File: src/rtl/sweep_pkg.sv
// Shared definitions for the FCW sweep controller and the NCO wrapper that consumes fcw_out.
package sweep_pkg;
   localparam int FCW_W_DEF   = 16;
   localparam int DWELL_W_DEF = 24;

   localparam logic MODE_SINGLE = 1'b0;
   localparam logic MODE_TRI    = 1'b1;

   typedef enum logic [1:0] {
      IDLE = 2'd0,
      UP   = 2'd1,
      DOWN = 2'd2
   } sweep_state_t;
endpackage

File: src/rtl/fcw_sweep_ctrl_dwell_timer.sv
// Down-counter holding each FCW value; expire is high whenever the count has run out.
module dwell_timer
   import sweep_pkg::*;
#(
   parameter int DWELL_W = DWELL_W_DEF
) (
   input  logic               clk,
   input  logic               rst,
   input  logic               load,
   input  logic [DWELL_W-1:0] load_val,
   output logic               expire
);

   logic [DWELL_W-1:0] cnt_r;

   // Count register: reload on every new FCW, otherwise count down and stop at zero.
   always_ff @(posedge clk) begin
      if (rst) begin
         cnt_r <= '0;
      end else if (load) begin
         cnt_r <= load_val;
      end else if (cnt_r != '0) begin
         cnt_r <= cnt_r - DWELL_W'(1);
      end else begin
         cnt_r <= cnt_r;
      end
   end

   assign expire = (cnt_r == '0);

endmodule

File: src/rtl/fcw_sweep_ctrl.sv
// Programmable stepped FCW sweep (single up-ramp or continuous triangle) feeding the NCO phase increment.
module fcw_sweep_ctrl
   import sweep_pkg::*;
#(
   parameter int FCW_W   = FCW_W_DEF,
   parameter int DWELL_W = DWELL_W_DEF
) (
   input  logic               sys_clk,
   input  logic               sys_rst,
   input  logic               start,
   input  logic               abort,
   input  logic               mode,
   input  logic [FCW_W-1:0]   fcw_start,
   input  logic [FCW_W-1:0]   fcw_stop,
   input  logic [FCW_W-1:0]   fcw_step,
   input  logic [DWELL_W-1:0] dwell,
   output logic [FCW_W-1:0]   fcw_out,
   output logic               fcw_valid,
   output logic               busy,
   output logic               done
);

   function automatic logic [FCW_W-1:0] step_at_least_one(input logic [FCW_W-1:0] v);
      return (v == '0) ? FCW_W'(1) : v;
   endfunction

   function automatic logic [DWELL_W-1:0] dwell_minus_one(input logic [DWELL_W-1:0] v);
      return (v == '0) ? '0 : v - DWELL_W'(1);
   endfunction

   sweep_state_t       state_r, nxt_state_s;
   logic               mode_r, degen_r;
   logic [FCW_W-1:0]   lo_r, hi_r, step_r;
   logic [DWELL_W-1:0] dwell_m1_r, load_val_s;
   logic [FCW_W:0]     up_sum_s, dn_dif_s;
   logic [FCW_W-1:0]   up_nxt_s, dn_nxt_s, nxt_fcw_s;
   logic               go_s, load_s, finish_s, expire_s;

   // Next up/down values, clamped to the latched bounds; carry/borrow is the extra MSB.
   always_comb begin
      up_sum_s = {1'b0, fcw_out} + {1'b0, step_r};
      dn_dif_s = {1'b0, fcw_out} - {1'b0, step_r};
      if (up_sum_s[FCW_W] || (up_sum_s[FCW_W-1:0] >= hi_r)) begin
         up_nxt_s = hi_r;
      end else begin
         up_nxt_s = up_sum_s[FCW_W-1:0];
      end
      if (dn_dif_s[FCW_W] || (dn_dif_s[FCW_W-1:0] <= lo_r)) begin
         dn_nxt_s = lo_r;
      end else begin
         dn_nxt_s = dn_dif_s[FCW_W-1:0];
      end
   end

   // Sweep decisions: abort beats everything, a step fires only when the dwell has expired.
   always_comb begin
      go_s        = (state_r == IDLE) && start && !abort;
      load_s      = 1'b0;
      finish_s    = 1'b0;
      nxt_state_s = state_r;
      nxt_fcw_s   = fcw_out;
      case (state_r)
         IDLE: begin
            if (go_s) begin
               load_s      = 1'b1;
               nxt_fcw_s   = fcw_start;
               nxt_state_s = UP;
            end else begin
               nxt_state_s = IDLE;
            end
         end
         UP: begin
            if (abort) begin
               nxt_state_s = IDLE;
            end else if (!expire_s) begin
               nxt_state_s = UP;
            end else if (degen_r || ((fcw_out == hi_r) && (mode_r == MODE_SINGLE))) begin
               finish_s    = 1'b1;
               nxt_state_s = IDLE;
            end else if (fcw_out == hi_r) begin
               load_s      = 1'b1;
               nxt_fcw_s   = dn_nxt_s;
               nxt_state_s = DOWN;
            end else begin
               load_s      = 1'b1;
               nxt_fcw_s   = up_nxt_s;
            end
         end
         DOWN: begin
            if (abort) begin
               nxt_state_s = IDLE;
            end else if (!expire_s) begin
               nxt_state_s = DOWN;
            end else if (fcw_out == lo_r) begin
               load_s      = 1'b1;
               nxt_fcw_s   = up_nxt_s;
               nxt_state_s = UP;
            end else begin
               load_s      = 1'b1;
               nxt_fcw_s   = dn_nxt_s;
            end
         end
         default: begin
            nxt_state_s = IDLE;
         end
      endcase
      if (state_r == IDLE) begin
         load_val_s = dwell_minus_one(dwell);
      end else begin
         load_val_s = dwell_m1_r;
      end
   end

   // State, registered outputs and the configuration captured when a sweep starts.
   always_ff @(posedge sys_clk) begin
      if (sys_rst) begin
         state_r    <= IDLE;
         fcw_out    <= '0;
         fcw_valid  <= 1'b0;
         busy       <= 1'b0;
         done       <= 1'b0;
         mode_r     <= MODE_SINGLE;
         degen_r    <= 1'b0;
         lo_r       <= '0;
         hi_r       <= '0;
         step_r     <= FCW_W'(1);
         dwell_m1_r <= '0;
      end else begin
         state_r   <= nxt_state_s;
         fcw_out   <= nxt_fcw_s;
         fcw_valid <= load_s;
         busy      <= (nxt_state_s != IDLE);
         done      <= finish_s;
         if (go_s) begin
            mode_r     <= mode;
            degen_r    <= (fcw_stop <= fcw_start);
            lo_r       <= fcw_start;
            hi_r       <= fcw_stop;
            step_r     <= step_at_least_one(fcw_step);
            dwell_m1_r <= dwell_minus_one(dwell);
         end
      end
   end

   dwell_timer #(.DWELL_W(DWELL_W)) u_dwell_timer (
      .clk      (sys_clk),
      .rst      (sys_rst),
      .load     (load_s),
      .load_val (load_val_s),
      .expire   (expire_s)
   );

endmodule

File: config.mk
export PLATFORM = sky130hd
export DESIGN_NAME = fcw_sweep_ctrl
export DESIGN_NICKNAME = d
export VERILOG_FILES = /design/src/rtl/sweep_pkg.sv /design/src/rtl/fcw_sweep_ctrl_dwell_timer.sv /design/src/rtl/fcw_sweep_ctrl.sv
export SDC_FILE = /design/constraint.sdc
export NUM_CORES = 1
export LEC_CHECK = 0
export CAP_MARGIN = 20
export CORE_ASPECT_RATIO = 1.2
export CORE_MARGIN = 2
export CORE_UTILIZATION = 45
export CTS_CLUSTER_SIZE = 10
export DETAILED_ROUTE_END_ITERATION = 10
export PLACE_DENSITY = 0.68
export SLEW_MARGIN = 0
export SYNTH_ARGS = -nofsm -noshare
export SYNTH_HDL_FRONTEND = slang
export SYNTH_SLANG_ARGS = --single-unit
File: constraint.sdc
create_clock -name sys_clk -period 5.2 [get_ports sys_clk]
set_clock_uncertainty 0.15 [all_clocks]
set_input_delay 0.78 -clock sys_clk [delete_from_list [all_inputs] [get_ports sys_clk]]
set_output_delay 0.78 -clock sys_clk [all_outputs]
set_load 0.01 [all_outputs]
# == After elaboration in Yosys (flattened, before gate mapping) ==
# Cells that the tools add are included.
# totals
regBits,119
inputBits,77
out_inout_bits,19
word_cells,82
# classes
addsub,4
order_cmp,3
eq_ne,10
mux,33
bitwise,3
reduce_logical,17
# ops
op,count
16-bit 2-to-1 mux,11
24-bit 2-to-1 mux,4
24-bit zero test,2
16-bit case mux with 3 select lines,1
24-bit by 1-bit subtractor with 24-bit output (second input constant),2
16-bit equality test,2
16-bit <= comparator,2
24-bit nonzero test,1
16-bit by 16-bit adder with 17-bit output,1
16-bit by 16-bit subtractor with 17-bit output,1
16-bit greater-or-equal comparator,1
16-bit zero test,1
2-bit 2-to-1 mux,7
2-bit != test (second input constant),6
1-bit 2-to-1 mux,8
7-bit AND reduction,1
2-bit case mux with 3 select lines,1
2-bit nonzero test,2
4-bit OR reduction,1
1-bit logical AND,3
1-bit logical OR,3
1-bit NOT,3
1-bit case mux with 3 select lines,1
3-bit nonzero test,1
other kinds (4),4

# == Longest topological paths before layout ==
# Gate-level depths: netlist of run 1.
# logic_depth
ltp_word,9
depth_mapped,20
depth_no_buf,17

# == Cells and area by module ==
# Synthesis of run 1 repeated with hierarchy kept, for this count alone.
# unflattened
hier_cells,1238
area_unflattened_um2,9566.7
# modules_own_cells
mod,n_inst,cells_each,area_each_um2,seq_area_each_um2
fcw_sweep_ctrl,1,1077,8256.7,1901.8
dwell_timer,1,161,1310.0,480.5

# == Worst setup path after synthesis of run 1 ==
# Ideal clock, no wire load.
# synth_path
path_kind,register to register
from,register fcw_out[1]
to,register fcw_out[11]
setup_ns,0.117
arrival_ns,4.437
required_ns,4.933
path_slack_ns,0.495
stages_incl_launch_ff,17
n_path_buf,1
synth_period_minus_slack_ns,4.705
path_cell_list,dfxtp_1 -> ha_1 -> nor2b_1 -> o2111a_1 -> a2111oi_0 -> o21ai_0 -> a311oi_1 -> xnor2_1 -> ha_1 -> nand4_1 -> nor4_1 -> a211o_1 -> a31oi_1 -> o21ai_2 -> buf_2 -> mux2_1 -> a32o_1
# synth_between
elab_chain_cells,9
elab_cells_between_ends,22
classes_between,add/sub: 2; order compare: 2; eq/ne: 3; mux: 10; reduce/logical: 5
# synth_lines
element,line_no,text
from (decl),fcw_sweep_ctrl.sv:17,"output logic [FCW_W-1:0] fcw_out,"
from (signal assigned),fcw_sweep_ctrl.sv:130,fcw_out <= nxt_fcw_s;
16-bit by 16-bit adder with 17-bit output or 16-bit by 16-bit subtractor with 17-bit output (tied branches),"fcw_sweep_ctrl.sv:41, fcw_sweep_ctrl.sv:42",
16-bit greater-or-equal comparator or 16-bit <= comparator (tied branches),"fcw_sweep_ctrl.sv:43, fcw_sweep_ctrl.sv:48",
1-bit logical OR (on tied branches),"fcw_sweep_ctrl.sv:43, fcw_sweep_ctrl.sv:48",
16-bit 2-to-1 mux (on tied branches),"fcw_sweep_ctrl.sv:43, fcw_sweep_ctrl.sv:48",
16-bit 2-to-1 mux,fcw_sweep_ctrl.sv:80,end else if (fcw_out == hi_r) begin
16-bit 2-to-1 mux,fcw_sweep_ctrl.sv:77,end else if (degen_r || ((fcw_out == hi_r) && (mode_r == MODE_SINGLE))) begin
16-bit 2-to-1 mux,fcw_sweep_ctrl.sv:75,end else if (!expire_s) begin
16-bit 2-to-1 mux,fcw_sweep_ctrl.sv:73,if (abort) begin
16-bit case mux with 3 select lines,fcw_sweep_ctrl.sv:62,case (state_r)
# Several ways; a longest one is shown, not always the timed one. The select of a mux whose other input is x is not followed.
# A chain may end at the register's enable or synchronous reset.

# == Final worst setup path of run 1 ==
# layout_path
from,register step_r[1]
to,register fcw_out[12]
# layout_between
elab_chain_cells,9
elab_cells_between_ends,16
classes_between,add/sub: 2; order compare: 2; mux: 10; reduce/logical: 2
# layout_lines
element,line_no,text
from (decl),fcw_sweep_ctrl.sv:33,"logic [FCW_W-1:0] lo_r, hi_r, step_r;"
from (signal assigned),fcw_sweep_ctrl.sv:139,step_r <= step_at_least_one(fcw_step);
16-bit by 16-bit adder with 17-bit output or 16-bit by 16-bit subtractor with 17-bit output (tied branches),"fcw_sweep_ctrl.sv:41, fcw_sweep_ctrl.sv:42",
16-bit greater-or-equal comparator or 16-bit <= comparator (tied branches),"fcw_sweep_ctrl.sv:43, fcw_sweep_ctrl.sv:48",
1-bit logical OR (on tied branches),"fcw_sweep_ctrl.sv:43, fcw_sweep_ctrl.sv:48",
16-bit 2-to-1 mux (on tied branches),"fcw_sweep_ctrl.sv:43, fcw_sweep_ctrl.sv:48",
16-bit 2-to-1 mux,fcw_sweep_ctrl.sv:80,
16-bit 2-to-1 mux,fcw_sweep_ctrl.sv:77,
16-bit 2-to-1 mux,fcw_sweep_ctrl.sv:75,
16-bit 2-to-1 mux,fcw_sweep_ctrl.sv:73,
16-bit case mux with 3 select lines (*),fcw_sweep_ctrl.sv:62,
# Every way passes the cells marked *; elsewhere a longest branch is shown, timed or not. The select of a mux whose other input is x is not followed.

==> results of run 1 <==
[Yosys cell counts (17+ instances only)]
master	number
a211oi_1	21
a21oi_1	116
clkbuf_1	38
dfxtp_1	119
ha_1	86
inv_1	94
mux2i_1	31
nand2_1	170
nand3_1	22
nor2_1	81
nor3_1	34
nor4_1	22
o21ai_0	33
o31ai_1	22
or3_1	17
xnor2_1	57
xor2_1	40
[logic make-up (layout without fill, tap and decap cells)]
group                    Yosys count  count (layout)
flip-flops                       119             119
buffers and inverters            158             248
AO/OA/AOI/OAI                    298             298
multiplexers                      41              41
adder cells (fa/ha/maj)           88              88
XOR/XNOR                          97              97
AND/OR/NAND/NOR                  417             417
[worst min path at each step]
stage | end | slack [ns] | cells after the start
2_1_floorplan | dwell_m1_r[8] | 0.28 | 2
3_3_place_gp | dwell_m1_r[8] | 0.29 | 2
3_5_place_dp | dwell_m1_r[8] | 0.29 | 2
4_1_cts | dwell_m1_r[8] | 0.30 | 2
5_1_grt | dwell_m1_r[6] | 0.33 | 2
6_report | dwell_m1_r[8] | 0.30 | 2
[critical path, stage by stage (launching register included)]
cell and delay (ns):
dfxtp_1 0.40, inv_1 0.10, ha_1 0.29, nor2b_1 0.15, o2111a_1 0.24, a2111oi_0 0.38, buf_4 0.20, o21ai_0 0.20
a311oi_2 0.42, xnor2_1 0.12, ha_1 0.30, nand4_1 0.17, nor4_1 0.32, a211o_1 0.17, a31oi_2 0.07, o21ai_4 0.24
mux2i_1 0.31, o221ai_1 0.15, a32o_1 0.32
[stage by stage]
step | hold WS [ns] | instance area (sq um) | cells | util | power (mW)
final | 0.298 | 11200 | 1573 | 0.550 | 3.60
after global routing | 0.327 | 11200 | 1573 | 0.550 | 3.80
after CTS | 0.301 | 11200 | 1570 | 0.547 | 3.56
after detailed placement | 0.294 | 10600 | 1542 | 0.520 | 2.42
after global placement | 0.287 | 10600 | 1542 | 0.520 | 2.41
after floorplan | 0.282 | 9390 | 1218 | - | 2.02
[cell usage in the layout (no fill, tap or decap), drive strengths merged, types with 7 or more instances in the layout]
master         count
nand2            170
dfxtp            119
a21oi            117
inv               94
clkdlybuf4s50     94
ha                86
nor2              82
xnor2             57
xor2              40
o21ai             38
nor3              34
mux2i             31
buf               31
clkbuf            25
a211oi            24
o31ai             22
nor4              22
nand3             22
or3               17
nand4             14
nor2b             13
a21o              11
mux2              10
or4               10
o21a               7
a31oi              7
[per-layer routing]
layer / vias up / part of all wire
met5: - / 0
met4: 0 / 0.033
met3: 72 / 0.050
met2: 274 / 0.50
met1: 4180 / 0.41
li1: 4472 / -
[report_power, final]
| part | internal [mW] | switching, mW |
|---|---|---|
| Combinational | 0.624 | 0.764 |
| Sequential | 0.990 | 0.0865 |
| Clock | 0.734 | 0.403 |
[area by class of cell]
class	instances	area, sq um	area share
clock buffers	25	526	0.0468
clock inverters	3	40.0	0.00357
inverters	95	357	0.0318
multi-input cells	941	6410	0.571
flip-flops and latches	119	2380	0.212
well taps	265	332	0.0296
repair buffers	125	1170	0.105
[sequential cells by signal (all words and copies together), names as in the netlist]
| signal | flops |
|---|---|
| fcw_valid | 1 |
| hi_r | 16 |
| fcw_out | 16 |
| dwell_m1_r | 24 |
| done | 1 |
| mode_r | 1 |
| lo_r | 16 |
| busy | 1 |
| degen_r | 1 |
| state_r | 2 |
| step_r | 16 |
| u_dwell_timer.cnt_r | 24 |
[timing repair]
action,CTS,global route
hold buffers,0,0
setup endpoints to repair,0,15
setup buffers,0,3
resized for setup,0,8
==> results_dict.tcl, run 1 <==
set metrics [dict create \
    synth_cell_types 81 \
    fin_nets 1464 \
    status "finished clean" \
    ant_nets 0 \
    slew_headroom 0.172 \
    ff2ff_setup_slack_ns 0.40 \
    maxCapViolCount 0 \
    path_class "reg -> reg" \
    die_h_um 162 \
    wire_per_inst_um 18.3 \
    setup_viol 0 \
    drc_errors 0 \
    synth.area.mux_share 0.0450 \
    ir_worst_vdd_mv 0.212 \
    rows 57 \
    grt_max_degree 82 \
    antenna_cells 0 \
    hold_viol 0 \
    syn_to_final_growth_pct 19.5 \
    synth_xor_area_frac 0.0905 \
    path_max_fanout 16 \
    min_period_over_period 0.924 \
    r2r_end "fcw_out[12]" \
    viasPerCell 5.72 \
    synth-simple-area-share 0.208 \
    dr.pass1.iters 5 \
    synth-seq-cells 119 \
    setup_tns_ns 0 \
    clock.fmax_mhz 208 \
    drv_slew 0 \
    p_leak_nw 4.55 \
    io_buffers 95 \
    yosysWarnings 0 \
    power_density_nw_per_um2 321 \
    async_flop_share 0 \
    hold_start "dwell_m1_r[8]" \
    synth_cells 1218 \
    synth_edf_count 0 \
    synth_top_cell_area_share 0.254 \
    dieArea_sq_um 22000 \
    crit_required_ns 5.36 \
    num-fill-cells 1971 \
    grt_use_total 0.265 \
    grt_use_met1 0.323 \
    ys_top_cells_by_area "dfxtp_1, ha_1, nand2_1, a21oi_1, xnor2_1" \
    synth_top_family_by_area "compound AO/OA/AOI/OAI gates" \
    synth_seq_area_share 0.254 \
    first_global_vias 8562 \
    antenna_found_initial 0 \
    crit_path_start "step_r[1]" \
    initial_utilization 0.460 \
    die_x_um 136 \
    grtUsageMet3 0.0378 \
    netlist_area_sq_um 9390 \
    r2r_cells 18 \
    drt_iter0_drc 517 \
    cts_sinks 119 \
    detailed_place_hpwl_mm 22.6 \
    drive_above_1_share 0.0711 \
    htree_num_levels 4 \
    grt-busiest-layer "met2" \
    drt_wl_total_mm 28.8 \
    grt_pass1_wl_mm 45.4 \
    clk_latency_ns 0.42 \
    synth-main-ff-cell "dfxtp_1" \
    use_met2 0.471 \
    place.gp.congestion 0.968 \
    syn_nets 1383 \
    hp-class "reg -> reg" \
    synthAdderAreaFrac 0.119 \
    clkTransAtPathRegs_ns 0.06 \
    cp.arrival_ns 4.96 \
    post-route-min-period_ns 4.80 \
    cts_buffer_depth 2 \
    root_buffer "clkbuf_16" \
    vias 8998 \
    cts_tree "done" \
    ios 96 \
    post-place-ws_ns 0.170 \
    synth_largest_area_cell "dfxtp_1" \
    cts_inserted_buffers 17 \
    cp-end-kind "flip-flop" \
    worstMarginPinSlew_ns 1.24 \
    syn_area_per_cell_sq_um 7.71 \
    synth_compound_area_frac 0.216 \
    final.setup.worst_slack_ns 0.396 \
    setup.worst_path.start_class "flip-flop" \
    timing.rr.start "step_r[1]" \
    critical_path.endpoint "fcw_out[12]" \
    globalRouteOverflowTotal 0 \
    coreArea_sq_um 20400 \
]
(Power assumes the default switching activity.)
==> run 2: changes to the inputs <==
CAP_MARGIN = default   (was 20)
==> results of run 2 <==
The final DEF is identical to that of run 1; final timing and power are the same.
==> variant: new RTL, settings of run 2 <==
The package constant `FCW_W_DEF` goes from 16 to 32.
--- a/src/rtl/sweep_pkg.sv
+++ b/src/rtl/sweep_pkg.sv
@@ -1,6 +1,6 @@
 // Shared definitions for the FCW sweep controller and the NCO wrapper that consumes fcw_out.
 package sweep_pkg;
-   localparam int FCW_W_DEF   = 16;
+   localparam int FCW_W_DEF   = 32;
    localparam int DWELL_W_DEF = 24;
 
    localparam logic MODE_SINGLE = 1'b0;
Interface: changed (resized fcw_out, fcw_start, fcw_step and fcw_stop); port bits go from 96 to 160. The function was not compared with the original's and may differ.
==> variant against run 2 <==
The run now ends with negative setup slack left; area after synthesis is 70% higher; setup slack worse by 560 ps; routed wire length rose by 120%; final area is 87% higher; final cell count is 85% higher; sequential cell count rose by 64; combinational power grew to 2.6 times the old value; total power rose by 86%; critical path type unchanged; critical endpoint is now fcw_out[25]; largest power group unchanged.
==> variant: results (changes against run 2) <==
| Metric | Value |
|---|---|
| Outcome | finished with violations (was finished clean) |
| Violations in the final reports | negative setup slack |
| H-tree levels | 4 (unchanged) |
| Leakage power | 8.90 nW (was 4.55 nW) |
| Routability congestion estimate | 0.966 (was 0.968) |
| Hold path depth | 2 (unchanged) |
| Syn_area_per_cell | 7.60 sq um (was 7.71 sq um) |
| Antenna violation net count after detailed routing | 0 (unchanged) |
| Crit Path Max Fanout | 7 (was 16) |
| Setup slack after layout | -163 ps (was 396 ps) |
| Total CTS buffers | 17 (unchanged) |
| First-pass GRT wire length | 94.8 mm (was 45.4 mm) |
| Count of TritonRoute iterations in the first routing pass | 5 (unchanged) |
| Commonest cells post-synth | 306 x nand2_1, 223 x a21oi_1, 183 x dfxtp_1 (was 170 x nand2_1, 119 x dfxtp_1, 116 x a21oi_1) |
| Final setup fails | 29 (was 0) |
| Layout Cells excl Fill | 2909 (was 1573) |
| PortBufs | 159 (was 95) |
| Antenna fix cells | 0 (unchanged) |
| Post-Place Cell Area | 19300 sq um (was 10600 sq um) |
| Post-synth cell types | 83 (was 81) |
| Max incr delay on CP | 380 ps (was 420 ps) |
| Layout cells sized above 1 | 18.0% (was 7.11%) |
| Fillers | 3247 (was 1971) |
| Asr flop ratio synth | 0% (unchanged) |
| Bufs on Longest Clock Path | 2 (unchanged) |
| Syn. warnings | 0 (unchanged) |
| Syn nets | 2400 (was 1383) |
| Worst IR Drop VDD | 0.285 mV (was 0.212 mV) |
| Drt first-iter violations | 1683 (was 517) |
| Seq/Total Area, Yosys | 22.9% (was 25.4%) |
| Vias | 17000 (was 8998) |
| Worst Max-Slew Pin Slew | 1100 ps (was 1240 ps) |
| CTS Hold Bufs | 0 (unchanged) |
| GRT Total Usage | 33.3% (was 26.5%) |
| Clock-pin slew on the worst setup and hold paths | 80 ps (was 60 ps) |
| Worst-Skew Late Latency | 480 ps (was 420 ps) |
| Final WL | 62.3 mm (was 28.8 mm) |
| Min-delay worst type | reg -> reg (unchanged) |
| Initial antenna violation count | 0 (unchanged) |
| Pin count of the biggest net entering global routing | 72 (was 82) |
| Worst r2r path cells | 25 (was 18) |
| Critical path's slowest cell | fa_2 (was a311oi_2) |
| HPWL after detailed placement | 47.9 mm (was 22.6 mm) |
| Inst Count DP | 2837 (was 1542) |
| Root buf cell | clkbuf_16 (unchanged) |
| Nets | 2727 (was 1464) |
| Area contributors post-synth | dfxtp_1 23%, ha_1 13%, nand2_1 7.2% (was dfxtp_1 25%, ha_1 11%, nand2_1 6.8%) |
[variant: changes by cell type after synthesis, moves of 23 or more]
cell      change
xnor2_1      +42
nand4_1      +23
a21oi_1     +107
clkbuf_1     +37
nor3_1       +24
nor2_1       +59
ha_1         +80
o21ai_0      +32
mux2i_1      +35
dfxtp_1      +64
inv_1        +80
nand2_1     +136
[variant: cell families after synthesis]
family	after synthesis	synth area share, %
muxes	70	4.41
buffers and inverters	289	7.45
AOI/OAI and AO/OA	532	21.6
and+or+nand+nor	712	22.1
adders and majority gates	168	13.2
xor gates and xnor gates	153	8.37
DFF	183	22.9
[variant: timing repair]
action                     in CTS  in global routing
setup endpoints to repair      32                 32
hold endpoints to repair        0                  0
pin swaps                      57                 30
cloned                          3                  0
setup buffers                  31                  8
resized for setup              94                 43
[variant: layer usage]
metal  GRT usage, %  up-vias  wire, um  part of all wire, %
li1               -     8080         -                    -
met1           44.1     8124     26600                   43
met2           54.8      684     29000                   46
met3           4.26      128      4320                  6.9
met4           13.7        0      2430                  3.9
met5              0        -         0                    0
[variant: worst paths after layout]
kind	start	to	slack, ps
setup / recovery	fcw_out[0]	fcw_out[25]	-160
hold / removal	dwell_m1_r[14]	dwell_m1_r[14]	310
setup reg to reg	fcw_out[0]	fcw_out[25]	-160
hold reg to reg	dwell_m1_r[14]	dwell_m1_r[14]	310
[variant: power by group]
| part | switching, W | total (W) | internal (W) | leakage [nW] |
|---|---|---|---|---|
| sequential | 0.000109 | 0.00161 | 0.00150 | 1.50 |
| clock | 0.000655 | 0.00154 | 0.000886 | 0.330 |
| combinational | 0.00186 | 0.00355 | 0.00169 | 7.07 |
[variant: stage by stage]
step	total power, W	TNS [ps]	util [%]	setup slack, ps
floorplan	0.00341	0	-	114
global placement	0.00461	-19740	55.3	-736
detailed placement	0.00463	-21590	55.3	-747
CTS	0.00654	-432	59.2	-57.5
global route	0.00701	-9440	60.0	-384
finish	0.00670	-2370	60.0	-163
[variant: area by class of cell]
cell class                      count  area [sq um]  share of cell area [%]
Inverter                          175           657                    3.13
Clock inverter                     13           211                    1.01
Sequential cell                   183          3670                    17.5
Multi-Input combinational cell   1635         11700                    55.8
Timing Repair Buffer              422          3710                    17.7
Tap cell                          462           578                    2.75
Clock buffer                       19           453                    2.16
[variant: critical path: cells and delay by family (launching register included)]
| kind | cells | cell delay [ps] |
|---|---|---|
| AO/OA/AOI/OAI | 11 | 2120 |
| buffers and inverters | 6 | 660 |
| XOR/XNOR | 1 | 170 |
| adder cells (fa/ha/maj) | 3 | 840 |
| AND/OR/NAND/NOR | 4 | 960 |
| flip-flops | 1 | 330 |
